--- config.mk ---
export PLATFORM = sky130hd
export DESIGN_NAME = fetch_unit_flat
export DESIGN_NICKNAME = d
export VERILOG_FILES = /design/src/rtl/fetch_pkg.sv /design/src/rtl/fetch_unit_if.sv /design/src/rtl/fetch_fifo.sv /design/src/rtl/fetch_unit.sv /design/src/flat_wrapper.sv
export SDC_FILE = /design/constraint.sdc
export NUM_CORES = 1
export LEC_CHECK = 0
export ABC_AREA = 0
export BUFFER_PORTS_ARGS = -buffer_cell sky130_fd_sc_hd__buf_4
export CORE_ASPECT_RATIO = 0.5
export CORE_MARGIN = 1
export CORE_UTILIZATION = 43
export CTS_CLUSTER_SIZE = 8
export DETAILED_ROUTE_END_ITERATION = 12
export PLACE_DENSITY = 0.75
export SYNTH_ARGS = -nofsm -noshare
export SYNTH_HDL_FRONTEND = slang
export SYNTH_SLANG_ARGS = --single-unit
--- constraint.sdc ---
create_clock -name clk -period 10.3 [get_ports clk]
set_input_delay 0.515 -clock clk [delete_from_list [all_inputs] [get_ports clk]]
set_output_delay 0.515 -clock clk [all_outputs]
set_load 0.02 [all_outputs]
--- src/rtl/fetch_pkg.sv ---
// Shared types and constants for the instruction fetch slice.
package fetch_pkg;

  localparam int unsigned XLEN_DEFAULT = 32;
  localparam int unsigned XLEN_MAX     = 64;
  localparam logic [31:0] NOP_INST     = 32'h0000_0013;
  localparam int unsigned PC_INC       = 4;

  // pc is sized for the widest legal XLEN; narrower builds zero-extend on push.
  typedef struct packed {
    logic [XLEN_MAX-1:0] pc;
    logic [31:0]         inst;
  } fetch_entry_t;

endpackage

--- src/rtl/fetch_unit_if.sv ---
// Redirect, instruction-memory and decode handshake signals of the fetch unit.
interface fetch_unit_if #(
  parameter int unsigned XLEN = fetch_pkg::XLEN_DEFAULT
);
  logic            i_redirect;
  logic [XLEN-1:0] i_redirect_pc;
  logic            o_imem_req;
  logic [XLEN-1:0] o_imem_addr;
  logic [31:0]     i_imem_rdata;
  logic            o_fetch_valid;
  logic            i_fetch_ready;
  logic [XLEN-1:0] o_fetch_pc;
  logic [XLEN-1:0] o_fetch_pc_inc;
  logic [31:0]     o_fetch_inst;

  modport master (
    input  i_redirect, i_redirect_pc, i_imem_rdata, i_fetch_ready,
    output o_imem_req, o_imem_addr, o_fetch_valid, o_fetch_pc, o_fetch_pc_inc, o_fetch_inst
  );

  modport slave (
    output i_redirect, i_redirect_pc, i_imem_rdata, i_fetch_ready,
    input  o_imem_req, o_imem_addr, o_fetch_valid, o_fetch_pc, o_fetch_pc_inc, o_fetch_inst
  );
endinterface

--- src/rtl/fetch_fifo.sv ---
// Instruction queue: circular buffer of fetch entries with flush and occupancy count.
module fetch_fifo
  import fetch_pkg::*;
#(
  parameter  int unsigned DEPTH = 4,
  localparam int unsigned PTR_W = $clog2(DEPTH),
  localparam int unsigned CNT_W = PTR_W + 1
) (
  input  logic             clk,
  input  logic             reset_n,
  input  logic             flush,
  input  logic             push,
  input  fetch_entry_t     push_data,
  input  logic             pop,
  output fetch_entry_t     head,
  output logic [CNT_W-1:0] count
);

  fetch_entry_t     mem [DEPTH];
  logic [PTR_W-1:0] rd_ptr;
  logic [PTR_W-1:0] wr_ptr;

  always_ff @(posedge clk or negedge reset_n) begin
    if (!reset_n) begin
      rd_ptr <= '0;
      wr_ptr <= '0;
      count  <= '0;
    end else if (flush) begin
      rd_ptr <= '0;
      wr_ptr <= '0;
      count  <= '0;
    end else begin
      if (push) wr_ptr <= wr_ptr + 1'b1;
      if (pop)  rd_ptr <= rd_ptr + 1'b1;
      case ({push, pop})
        2'b10:   count <= count + 1'b1;
        2'b01:   count <= count - 1'b1;
        default: count <= count;
      endcase
    end
  end

  always_ff @(posedge clk) begin
    if (push && !flush) mem[wr_ptr] <= push_data;
  end

  assign head = mem[rd_ptr];

endmodule

--- src/rtl/fetch_unit.sv ---
// Instruction fetch: PC sequencing, 1-cycle imem issue, in-flight tracking, decode queue.
// Optional perf counters enabled by defining FETCH_PERF_EN.
module fetch_unit
  import fetch_pkg::*;
#(
  parameter int unsigned   XLEN     = XLEN_DEFAULT,
  parameter int unsigned   DEPTH    = 4,
  parameter logic [XLEN-1:0] RESET_PC = '0
) (
  input  logic        clk,
  input  logic        reset_n,
  fetch_unit_if.master bus
`ifdef FETCH_PERF_EN
  ,
  output logic [31:0] o_perf_fetched,
  output logic [31:0] o_perf_stall
`endif
);

  localparam int unsigned CNT_W = $clog2(DEPTH) + 1;

  logic [XLEN-1:0]  fetch_pc;
  logic [XLEN-1:0]  inflight_pc;
  logic             inflight;
  logic [CNT_W-1:0] count;
  logic [CNT_W:0]   occupancy;
  logic             fetch_valid;
  logic             pop;
  logic             push;
  logic             issue;
  logic [XLEN-1:0]  head_pc;
  fetch_entry_t     head;
  fetch_entry_t     push_data;
  logic             unused_head_pc;

  always_comb begin
    fetch_valid = (count != '0);
    pop         = fetch_valid && bus.i_fetch_ready;
    // Slots already promised (queued + in flight) minus the one leaving this cycle.
    occupancy   = {1'b0, count} + (CNT_W+1)'(inflight) - (CNT_W+1)'(pop);
    issue       = reset_n && !bus.i_redirect && (occupancy < (CNT_W+1)'(DEPTH));
    push        = inflight && !bus.i_redirect;

    push_data      = '0;
    push_data.pc   = XLEN_MAX'(inflight_pc);
    push_data.inst = bus.i_imem_rdata;

    head_pc = fetch_valid ? head.pc[XLEN-1:0] : '0;

    bus.o_imem_req     = issue;
    bus.o_imem_addr    = fetch_pc;
    bus.o_fetch_valid  = fetch_valid;
    bus.o_fetch_pc     = head_pc;
    bus.o_fetch_pc_inc = head_pc + XLEN'(PC_INC);
    bus.o_fetch_inst   = fetch_valid ? head.inst : NOP_INST;
  end

  assign unused_head_pc = ^head.pc;

  always_ff @(posedge clk or negedge reset_n) begin
    if (!reset_n) begin
      fetch_pc    <= RESET_PC;
      inflight    <= 1'b0;
      inflight_pc <= '0;
    end else if (bus.i_redirect) begin
      fetch_pc <= {bus.i_redirect_pc[XLEN-1:2], 2'b00};
      inflight <= 1'b0;
    end else begin
      inflight <= issue;
      if (issue) begin
        inflight_pc <= fetch_pc;
        fetch_pc    <= fetch_pc + XLEN'(PC_INC);
      end
    end
  end

  fetch_fifo #(
    .DEPTH (DEPTH)
  ) u_fifo (
    .clk       (clk),
    .reset_n   (reset_n),
    .flush     (bus.i_redirect),
    .push      (push),
    .push_data (push_data),
    .pop       (pop),
    .head      (head),
    .count     (count)
  );

`ifdef FETCH_PERF_EN
  always_ff @(posedge clk or negedge reset_n) begin
    if (!reset_n) begin
      o_perf_fetched <= '0;
      o_perf_stall   <= '0;
    end else begin
      if (pop && (o_perf_fetched != '1))
        o_perf_fetched <= o_perf_fetched + 1'b1;
      if (fetch_valid && !bus.i_fetch_ready && (o_perf_stall != '1))
        o_perf_stall <= o_perf_stall + 1'b1;
    end
  end
`endif

endmodule

--- src/flat_wrapper.sv ---
// flat-port wrapper written by rule: the top's interface ports become plain ports
module fetch_unit_flat import fetch_pkg::*;
#(
  parameter int unsigned   XLEN     = XLEN_DEFAULT,
  parameter int unsigned   DEPTH    = 4,
  parameter logic [XLEN-1:0] RESET_PC = '0
)
  (clk, reset_n, bus_i_redirect, bus_i_redirect_pc, bus_i_imem_rdata, bus_i_fetch_ready, bus_o_imem_req, bus_o_imem_addr, bus_o_fetch_valid, bus_o_fetch_pc, bus_o_fetch_pc_inc, bus_o_fetch_inst);
  fetch_unit_if #(.XLEN(XLEN)) bus_i ();
  input  logic clk;
  input  logic reset_n;
  input wire logic [$bits(bus_i.i_redirect)-1:0] bus_i_redirect;
  input wire logic [$bits(bus_i.i_redirect_pc)-1:0] bus_i_redirect_pc;
  input wire logic [$bits(bus_i.i_imem_rdata)-1:0] bus_i_imem_rdata;
  input wire logic [$bits(bus_i.i_fetch_ready)-1:0] bus_i_fetch_ready;
  output wire logic [$bits(bus_i.o_imem_req)-1:0] bus_o_imem_req;
  output wire logic [$bits(bus_i.o_imem_addr)-1:0] bus_o_imem_addr;
  output wire logic [$bits(bus_i.o_fetch_valid)-1:0] bus_o_fetch_valid;
  output wire logic [$bits(bus_i.o_fetch_pc)-1:0] bus_o_fetch_pc;
  output wire logic [$bits(bus_i.o_fetch_pc_inc)-1:0] bus_o_fetch_pc_inc;
  output wire logic [$bits(bus_i.o_fetch_inst)-1:0] bus_o_fetch_inst;
  assign bus_i.i_redirect = bus_i_redirect;
  assign bus_i.i_redirect_pc = bus_i_redirect_pc;
  assign bus_i.i_imem_rdata = bus_i_imem_rdata;
  assign bus_i.i_fetch_ready = bus_i_fetch_ready;
  assign bus_o_imem_req = bus_i.o_imem_req;
  assign bus_o_imem_addr = bus_i.o_imem_addr;
  assign bus_o_fetch_valid = bus_i.o_fetch_valid;
  assign bus_o_fetch_pc = bus_i.o_fetch_pc;
  assign bus_o_fetch_pc_inc = bus_i.o_fetch_pc_inc;
  assign bus_o_fetch_inst = bus_i.o_fetch_inst;
  fetch_unit #(.XLEN(XLEN), .DEPTH(DEPTH), .RESET_PC(RESET_PC)) u_core (.clk(clk), .reset_n(reset_n), .bus(bus_i));
endmodule
==> results_dict.tcl, run 1 <==
set metrics [dict create \
    combPwrFrac_pct 36.2 \
    max-clock-path-buffers 3 \
    drtIter0Drc 571 \
    min_period_over_period_pct 47.44 \
    yosysUniqueCellTypes 61 \
    crit-reg2reg-launch "u_core.u_fifo.count[0]" \
    die_w_um 254.5 \
    cts_root_buf "clkbuf_16" \
    clk_pin_slew_ns 0.05 \
    fillers 2478 \
    cp.arrival_ns 4.37 \
    switching_power_w 0.001680 \
    min_period_ns 4.886 \
    setup.worst_path.start "u_core.u_fifo.rd_ptr[0]" \
    cts-htree-levels 2 \
    reg2reg_depth 14 \
    final_layout_size_suffix_gt1_share_pct 33.09 \
    r2r_setup_slack_ns 6.00 \
    max_freq_mhz 204.7 \
    ys_ff_latch 316 \
    hold_viol 0 \
    crit_fanout 41 \
    cap_violations 0 \
    status "finished clean" \
    grt_max_degree 84 \
    io_buffers 189 \
    antenna_found_initial 0 \
    power_density_nw_per_um2 290.7 \
    synth_ff_type "edfxtp_1" \
    final_common_cell "edfxtp_1" \
    synth.avg_cell_area_sq_um 15.94 \
    cts_tree "done" \
    rsz0062_at_grt "false" \
    synth_area_sq_um 13710 \
    initial_core_util_pct 44.42 \
    yosysSeqAreaShare_pct 66.75 \
    dpl.hpwl_um 19280 \
    grt-ovfl-total 0 \
    grt_use_total_pct 18.87 \
    die_area_sq_um 32630 \
    coreArea_sq_um 30850 \
    multi_input_area_sq_um 4250 \
    crit_path_start_kind "register" \
    p_leak_nw 6.183 \
    ioPinCount 198 \
    hp-class "input pin to async pin" \
    criticalPathCategory "register to output port" \
    avgRoutedWirePerCell_um 20.43 \
    num_vias 8110 \
    reg2reg_to "u_core.bus.o_imem_addr[20]" \
    row_count 45 \
    hold_buffers 0 \
    clkPwrFrac_pct 27.0 \
    internal-power_w 0.003182 \
    layout_common_cells "248 x edfxtp_1, 194 x buf_4, 78 x nand2_1, 66 x dfrtp_1, 59 x mux4_2" \
    antenna_cells 0 \
    fin_skew_ns 0.01386 \
    syn_to_final_growth_pct 22.05 \
    setup_tns_ns 0 \
    antenna_left 0 \
    yosysWarningCount 0 \
    cts.sinks 316 \
    first_pass_iters 7 \
    nNetsFinal 1139 \
    slew_headroom_pct 23.98 \
    grt_pass1_wl_um 47040 \
    setup_viol 0 \
    peakVddDrop_v 0.0002101 \
    postCtsSetupRepairBufs 0 \
    totalWireLength_um 30680 \
    seqPwrFrac_pct 36.8 \
    die_height_um 128.2 \
    drv_slew 0 \
    viasPerCell 5.399 \
    synthCells 860 \
    end_kind "output port" \
    async_reset_ff_share_pct 21.52 \
    grt_pass1_vias 8449 \
    clk_latency_ns 0.53 \
    synth-edff-count 248 \
    cts_buffers 45 \
    worstPathRequired_ns 9.79 \
    gp_congestion 0.8860 \
    cts_resized 0 \
    p_sw_share_pct 34.55 \
    whs_ns 0.09545 \
    tightest_slew_ns 1.140 \
    regArea_sq_um 9156 \
    drc_errors 0 \
]
==> kinds of logic after synthesis <==
| logic type | Yosys count | synth area share, % |
|---|---|---|
| DFF | 316 | 66.75 |
| and+or+nand+nor | 241 | 9.650 |
| muxes | 106 | 13.78 |
| buffers and inverters | 71 | 2.483 |
| xor gates and xnor gates | 60 | 3.834 |
| AOI/OAI and AO/OA | 55 | 2.511 |
| adders and majority gates | 10 | 0.9677 |
| other | 1 | 0.02736 |
==> cells in the mapped netlist, drive strengths merged, types with 2 or more instances <==
cell type / count / area (sq um)
and3: 9 / 56.30
nor3: 13 / 76.33
nand4b: 2 / 17.52
xor2: 30 / 262.8
nor2: 25 / 93.84
a21oi: 5 / 25.02
nand2: 78 / 292.8
o311ai: 2 / 17.52
o21ai: 33 / 165.2
clkbuf: 21 / 78.83
dfrtp: 68 / 1702
nor4: 5 / 52.55
or2: 3 / 18.77
a211oi: 6 / 55.05
nor2b: 2 / 12.51
nand3: 19 / 105.1
edfxtp: 248 / 7447
inv: 26 / 97.59
or4: 2 / 15.01
and2: 53 / 334.1
mux2: 32 / 360.4
nor3b: 2 / 37.54
xnor2: 30 / 262.8
and4: 2 / 17.52
mux2i: 12 / 120.1
mux4: 62 / 1408
ha: 9 / 112.6
buf: 24 / 163.9
nand4: 19 / 133.9
==> worst max-delay path, stage by stage, from the launching register on <==
cell	delay (ns)
dfrtp_4	0.88
buf_4	0.70
mux4_2	0.71
nor4_4	0.52
nor3b_4	0.38
nand3_1	0.22
xnor2_1	0.20
buf_4	0.17
==> per-layer routing <==
layer | global-route usage (%) | up-vias | share of wire, %
met5 | 0 | - | 0
met4 | 5.918 | 0 | 2.2
met3 | 4.264 | 61 | 5.3
met2 | 32.89 | 204 | 51
met1 | 23.49 | 4194 | 41
li1 | - | 3651 | -
==> through the flow <==
stage / instance area (sq um) / util, % / cells / total power, W / worst slack (ns)
after floorplan: 13720 / - / 865 / 0.002880 / 6.605
after global placement: 15490 / 50.20 / 1437 / 0.003516 / 5.902
after detailed placement: 15490 / 50.20 / 1437 / 0.003566 / 5.875
after CTS: 16730 / 54.21 / 1502 / 0.004890 / 5.312
after global routing: 16730 / 54.21 / 1502 / 0.005073 / 5.179
final: 16730 / 54.21 / 1502 / 0.004862 / 5.414
==> cell type report <==
cell class | count | area share (%)
inverter | 26 | 0.5834
sequential | 316 | 54.74
clock inverter | 3 | 0.2842
timing repair buffer | 194 | 8.707
clock buffer | 62 | 7.113
tap | 423 | 3.164
multi-input combinational | 478 | 25.41
==> worst max-delay path by stage <==
stage / end / cells after the start / slack, ns
final: bus_o_fetch_pc_inc[16] / 7 / 5.41
after global routing: bus_o_fetch_pc_inc[16] / 7 / 5.18
after CTS: bus_o_fetch_pc_inc[16] / 7 / 5.31
after detailed placement: bus_o_fetch_pc_inc[16] / 7 / 5.87
after global placement: bus_o_fetch_pc_inc[16] / 7 / 5.90
after floorplan: bus_o_imem_req / 15 / 6.61
==> power groups by stage <==
stage	logic, W	registers, W	clock network [W]
2_1_floorplan	0.00116	0.00172	0
3_3_place_gp	0.00173	0.00179	0
3_5_place_dp	0.00176	0.00181	0
4_1_cts	0.00177	0.00179	0.00133
5_1_grt	0.00187	0.00181	0.00139
6_report	0.00176	0.00179	0.00131
==> sequential cells by signal, summed over array words and instances, names as in the netlist <==
| signal | cells |
|---|---|
| u_core.u_fifo.rd_ptr | 2 |
| u_core.bus.o_imem_addr | 30 |
| u_core.inflight_pc | 30 |
| u_core.u_fifo.count | 3 |
| u_core.u_fifo.mem | 248 |
| u_core.inflight | 1 |
| u_core.u_fifo.wr_ptr | 2 |
Note: power is estimated with default switching activity, not from simulation.
==> run 2: changes to the inputs <==
- clock period: 10.3 -> 4.7 ns (I/O delays scaled with it)
==> results_dict.tcl, run 2 (synthesis results as in run 1) <==
set metrics [dict create \
    cp_top_family "simple AND/OR/NAND/NOR gates" \
    combPwrFrac_pct 36.5 \
    initial_core_util_pct 44.42 \
    hp-class "input pin to register" \
    antenna_left 0 \
    final_cell_area_sq_um 17370 \
    cts_root_buf "clkbuf_16" \
    row_count 45 \
    max-clock-path-buffers 3 \
    cts_tree "done" \
    power_w 0.01070 \
    cp.arrival_ns 3.78 \
    num_vias 8321 \
    dpl.hpwl_um 19070 \
    grt-ovfl-total 0 \
    criticalPathCategory "register to output port" \
    cap_violations 0 \
    crit_path_start_kind "register" \
    die_area_sq_um 32630 \
    antenna_cells 0 \
    largest_reg_flops 248 \
    tightest_slew_ns 1.012 \
    setup_viol 0 \
    coreArea_sq_um 30850 \
    final_cells 1567 \
    grt_use_total_pct 19.32 \
    cts_buffers 45 \
    drc_errors 0 \
    drtIter0Drc 525 \
    slew_headroom_pct 32.55 \
    worst_path_max_delay_cell "or4_1" \
    largest_register "u_core.u_fifo.mem" \
    power_density_nw_per_um2 616.1 \
    clk_pin_slew_ns 0.05 \
    grt_max_degree 70 \
    clk_latency_ns 0.53 \
    crit_fanout 37 \
    path_buf_inv 6 \
    placed_cell_area_sq_um 15500 \
    layout_common_cells "248 x edfxtp_1, 196 x buf_4, 78 x nand2_1, 66 x dfrtp_1, 63 x dlygate4sd3_1" \
    rsz0062_at_grt "false" \
    seqPwrFrac_pct 36.5 \
    setup_tns_ns 0 \
    cp_slowest_stage_delay_ns 0.59 \
    peakVddDrop_v 0.0003736 \
    drv_slew 0 \
    min_period_ns 4.017 \
    avgRoutedWirePerCell_um 19.90 \
    grt_pass1_vias 8837 \
    antenna_found_initial 0 \
    postCtsSetupRepairBufs 0 \
    path_common_cell "inv_1" \
    fin_skew_ns 0.01409 \
    clkPwrFrac_pct 27.0 \
    final_layout_size_suffix_gt1_share_pct 31.38 \
    io_buffers 189 \
    syn_to_final_growth_pct 26.76 \
    hold_viol 0 \
    die_w_um 254.5 \
    cts.sinks 316 \
    end_kind "output port" \
    ioPinCount 198 \
    totalWireLength_um 31180 \
    internal-power_w 0.007013 \
    nNetsFinal 1204 \
    max_freq_mhz 249.0 \
    die_height_um 128.2 \
    cts-htree-levels 2 \
    final_common_cell "edfxtp_1" \
    min_period_over_period_pct 85.46 \
    p_sw_share_pct 34.49 \
    status "finished clean" \
    crit_path_cell_trace "nor3_2 -> clkinv_1 -> nand2_1 -> inv_1 -> ha_1 -> inv_1 -> ha_1 -> and3b_1 -> or4_1 -> a211o_1 -> buf_4 -> inv_1 -> buf_4" \
    p_leak_nw 6.456 \
    grt_pass1_wl_um 48040 \
    gp_congestion 0.9106 \
    first_pass_iters 5 \
    switching_power_w 0.003691 \
    dp.cells 1439 \
    worstPathRequired_ns 4.47 \
    viasPerCell 5.310 \
]
-- run 2: layout make-up --
cell class,instances,area (sq um)
Clock inverter,3,47.55
Inverter,26,97.59
Multi-Input combinational cell,478,4250
Timing Repair Buffer,259,2102
Clock buffer,62,1190
Sequential cell,316,9156
Fill cell,2398,13480
Tap cell,423,529.3
-- run 2: repair_timing --
action	in CTS	in global routing
endpoints found under the hold margin	226	0
gates resized for setup	0	0
hold buffers	63	0
-- run 2: metrics by stage --
step / worst slack (ns) / hold slack (ns) / utilization [%]
6_report: 0.6835 / 0.1886 / 56.31
3_3_place_gp: 1.117 / 0.4342 / 50.25
2_1_floorplan: 1.167 / -0.06059 / -
5_1_grt: 0.4370 / 0.2000 / 56.31
4_1_cts: 0.6450 / 0.1775 / 56.31
3_5_place_dp: 0.8732 / 0.4386 / 50.25
-- run 2: worst reg2reg max path: cells and delay by family, from the launching register on --
family,cells,cell delay [ns]
flops,1,0.44
fa+ha+maj,2,0.43
compound gates,2,0.56
simple gates,5,1.74
buf+inv,4,0.56
-- run 2: path summary, 6_finish.rpt --
| check | startpoint | end | slack (ns) | cells after the start |
|---|---|---|---|---|
| max in group asynchronous | reset_n | u_core.u_fifo.rd_ptr[1] | 3.59 | 3 |
| worst min-delay path | bus_i_fetch_ready | u_core.u_fifo.rd_ptr[0] | 0.19 | 4 |
| worst min register to register | u_core.inflight_pc[9] | u_core.u_fifo.mem[1][41] | 0.50 | 0 |
| worst max-delay path | u_core.u_fifo.count[0] | bus_o_imem_req | 0.68 | 13 |
| min in group asynchronous | reset_n | u_core.bus.o_imem_addr[6] | 0.47 | 3 |
| worst max register to register | u_core.u_fifo.count[0] | u_core.bus.o_imem_addr[20] | 0.87 | 13 |
-- run 2: routing by layer --
metal	track usage [%]	up-vias	wire (um)
met1	24.23	4217	12760
li1	-	3776	-
met4	8.540	0	1003
met5	0	-	0
met3	4.183	78	1704
met2	32.46	250	15710
-- run 2: power by group through the flow --
stage          clock network (W)  registers [W]  logic, W
5_1_grt                  0.00307        0.00395   0.00417
3_5_place_dp                   0        0.00395   0.00387
6_report                 0.00289        0.00390   0.00391
2_1_floorplan                  0        0.00377   0.00254
4_1_cts                  0.00294        0.00391   0.00394
3_3_place_gp                   0        0.00391   0.00382
==> run 3: changes to the inputs <==
- RECOVER_POWER: default -> 50
==> results_dict.tcl, run 3 (synthesis results as in run 1) <==
set metrics [dict create \
    antenna_found_initial 0 \
    clk_latency_ns 0.53 \
    die_w_um 254.5 \
    cp.arrival_ns 3.90 \
    setup_tns_ns 0 \
    drc_errors 0 \
    p_sw_share_pct 34.58 \
    cts-htree-levels 2 \
    syn_to_final_growth_pct 24.96 \
    die_area_sq_um 32630 \
    drv_slew 126 \
    p_leak_nw 6.220 \
    fillers 2464 \
    worstPathRequired_ns 4.47 \
    num_vias 8367 \
    cts_tree "done" \
    fin_skew_ns 0.01834 \
    switching_power_w 0.003686 \
    seqPwrFrac_pct 36.7 \
    power_density_nw_per_um2 622.4 \
    ioPinCount 198 \
    layout_common_cells "248 x edfxtp_1, 133 x buf_4, 80 x clkbuf_1, 78 x nand2_1, 66 x dfrtp_1" \
    multi_input_area_sq_um 4240 \
    postCtsSetupRepairBufs 0 \
    setup_viol 0 \
    min_period_ns 4.136 \
    placed_cell_area_sq_um 15500 \
    min_period_over_period_pct 87.99 \
    hp-class "input pin to register" \
    crit_path_start_kind "register" \
    gp_congestion 0.9106 \
    first_pass_iters 5 \
    slew_headroom_pct -121.0 \
    antenna_cells 0 \
    peakVddDrop_v 0.0003704 \
    combPwrFrac_pct 36.2 \
    end_kind "output port" \
    largest_reg_flops 248 \
    drtIter0Drc 524 \
    dpl.hpwl_um 19070 \
    io_buffers 189 \
    initial_core_util_pct 44.42 \
    max_freq_mhz 241.8 \
    final_core_util_pct 55.51 \
    max-clock-path-buffers 3 \
    grt-ovfl-total 0 \
    die_height_um 128.2 \
    crit_fanout 37 \
    internal-power_w 0.006974 \
    nNetsFinal 1204 \
    avgRoutedWirePerCell_um 19.84 \
    rsz0062_at_grt "false" \
    hold_viol 0 \
    final_cell_area_sq_um 17130 \
    criticalPathCategory "register to output port" \
    totalWireLength_um 31100 \
    antenna_left 0 \
    coreArea_sq_um 30850 \
    r2r_setup_slack_ns 0.75 \
    grt_max_degree 70 \
    regArea_sq_um 9156 \
    final_layout_size_suffix_gt1_share_pct 25.61 \
    cap_violations 2 \
    clkPwrFrac_pct 27.1 \
    cts.sinks 316 \
    final_common_cell "edfxtp_1" \
    cts_buffers 45 \
    grt_pass1_vias 8837 \
    grt_use_total_pct 19.32 \
    whs_ns 0.1924 \
    cts_root_buf "clkbuf_16" \
    cts_resized 0 \
    row_count 45 \
    largest_register "u_core.u_fifo.mem" \
    grt_pass1_wl_um 48040 \
    viasPerCell 5.340 \
    tightest_slew_ns 3.316 \
    violations "capacitance limit, slew limit" \
    clk_pin_slew_ns 0.06 \
    status "complete, but fails checks" \
]
-- run 3: cell count changes in the layout (fill, tap and decap cells not counted) --
| cell | change |
|---|---|
| nor3_1 | +1 |
| and2_4 | -2 |
| nor3_2 | -1 |
| buf_4 | -63 |
| and2_1 | +2 |
| clkbuf_1 | +63 |
-- run 3: worst max-delay path: stages, from the launching register on --
cell and delay [ns]:
dfrtp_1 0.44, nor3_1 0.37, clkinv_1 0.15, nand2_1 0.21, inv_1 0.11, ha_1 0.20
inv_1 0.06, ha_1 0.21, and3b_1 0.22, or4_1 0.59, a211o_1 0.30, buf_4 0.26
inv_1 0.09, buf_4 0.14
-- run 3: power groups by stage --
stage	registers [W]	logic, W	clock network [W]
after global routing	0.00395	0.00413	0.00307
after floorplan	0.00377	0.00254	0
final	0.00391	0.00386	0.00289
after global placement	0.00391	0.00382	0
after CTS	0.00391	0.00394	0.00294
after detailed placement	0.00395	0.00387	0
-- run 3: through the flow --
| stage | setup WS, ns | instances | total power [W] |
|---|---|---|---|
| 2_1_floorplan | 1.167 | 865 | 0.006311 |
| 3_3_place_gp | 1.117 | 1439 | 0.007730 |
| 3_5_place_dp | 0.8732 | 1439 | 0.007823 |
| 4_1_cts | 0.6450 | 1567 | 0.01079 |
| 5_1_grt | 0.2858 | 1567 | 0.01115 |
| 6_report | 0.5645 | 1567 | 0.01066 |
-- run 3: metal layers --
metal / global-route usage (%) / vias up / part of all wire [%]
met5: 0 / - / 0
met4: 8.540 / 0 / 3.4
met3: 4.183 / 83 / 5.5
met2: 32.46 / 273 / 50
met1: 24.23 / 4225 / 41
li1: - / 3786 / -
-- run 3: worst paths after layout --
path | startpoint | to | cells after the start
setup reg to reg | u_core.u_fifo.count[1] | u_core.bus.o_imem_addr[20] | 13
min in group asynchronous | reset_n | u_core.bus.o_imem_addr[4] | 3
hold reg to reg | u_core.inflight_pc[9] | u_core.u_fifo.mem[0][41] | 0
setup / recovery | u_core.u_fifo.count[1] | bus_o_imem_req | 13
hold / removal | bus_i_fetch_ready | u_core.u_fifo.rd_ptr[0] | 4
max in group asynchronous | reset_n | u_core.u_fifo.rd_ptr[1] | 3
-- run 3: layout make-up --
| class | instances | area share [%] |
|---|---|---|
| clock buffer | 62 | 6.948 |
| clock inverter | 3 | 0.2776 |
| inverter | 26 | 0.5698 |
| multi-input combinational | 478 | 24.76 |
| sequential | 316 | 53.46 |
| tap | 423 | 3.090 |
| timing repair buffer | 259 | 10.89 |
-- run 3: timing repair --
| item | in CTS | in global routing |
|---|---|---|
| setup endpoints to repair | 0 | 0 |
| hold endpoints to repair | 226 | 0 |
| hold buffers | 63 | 0 |
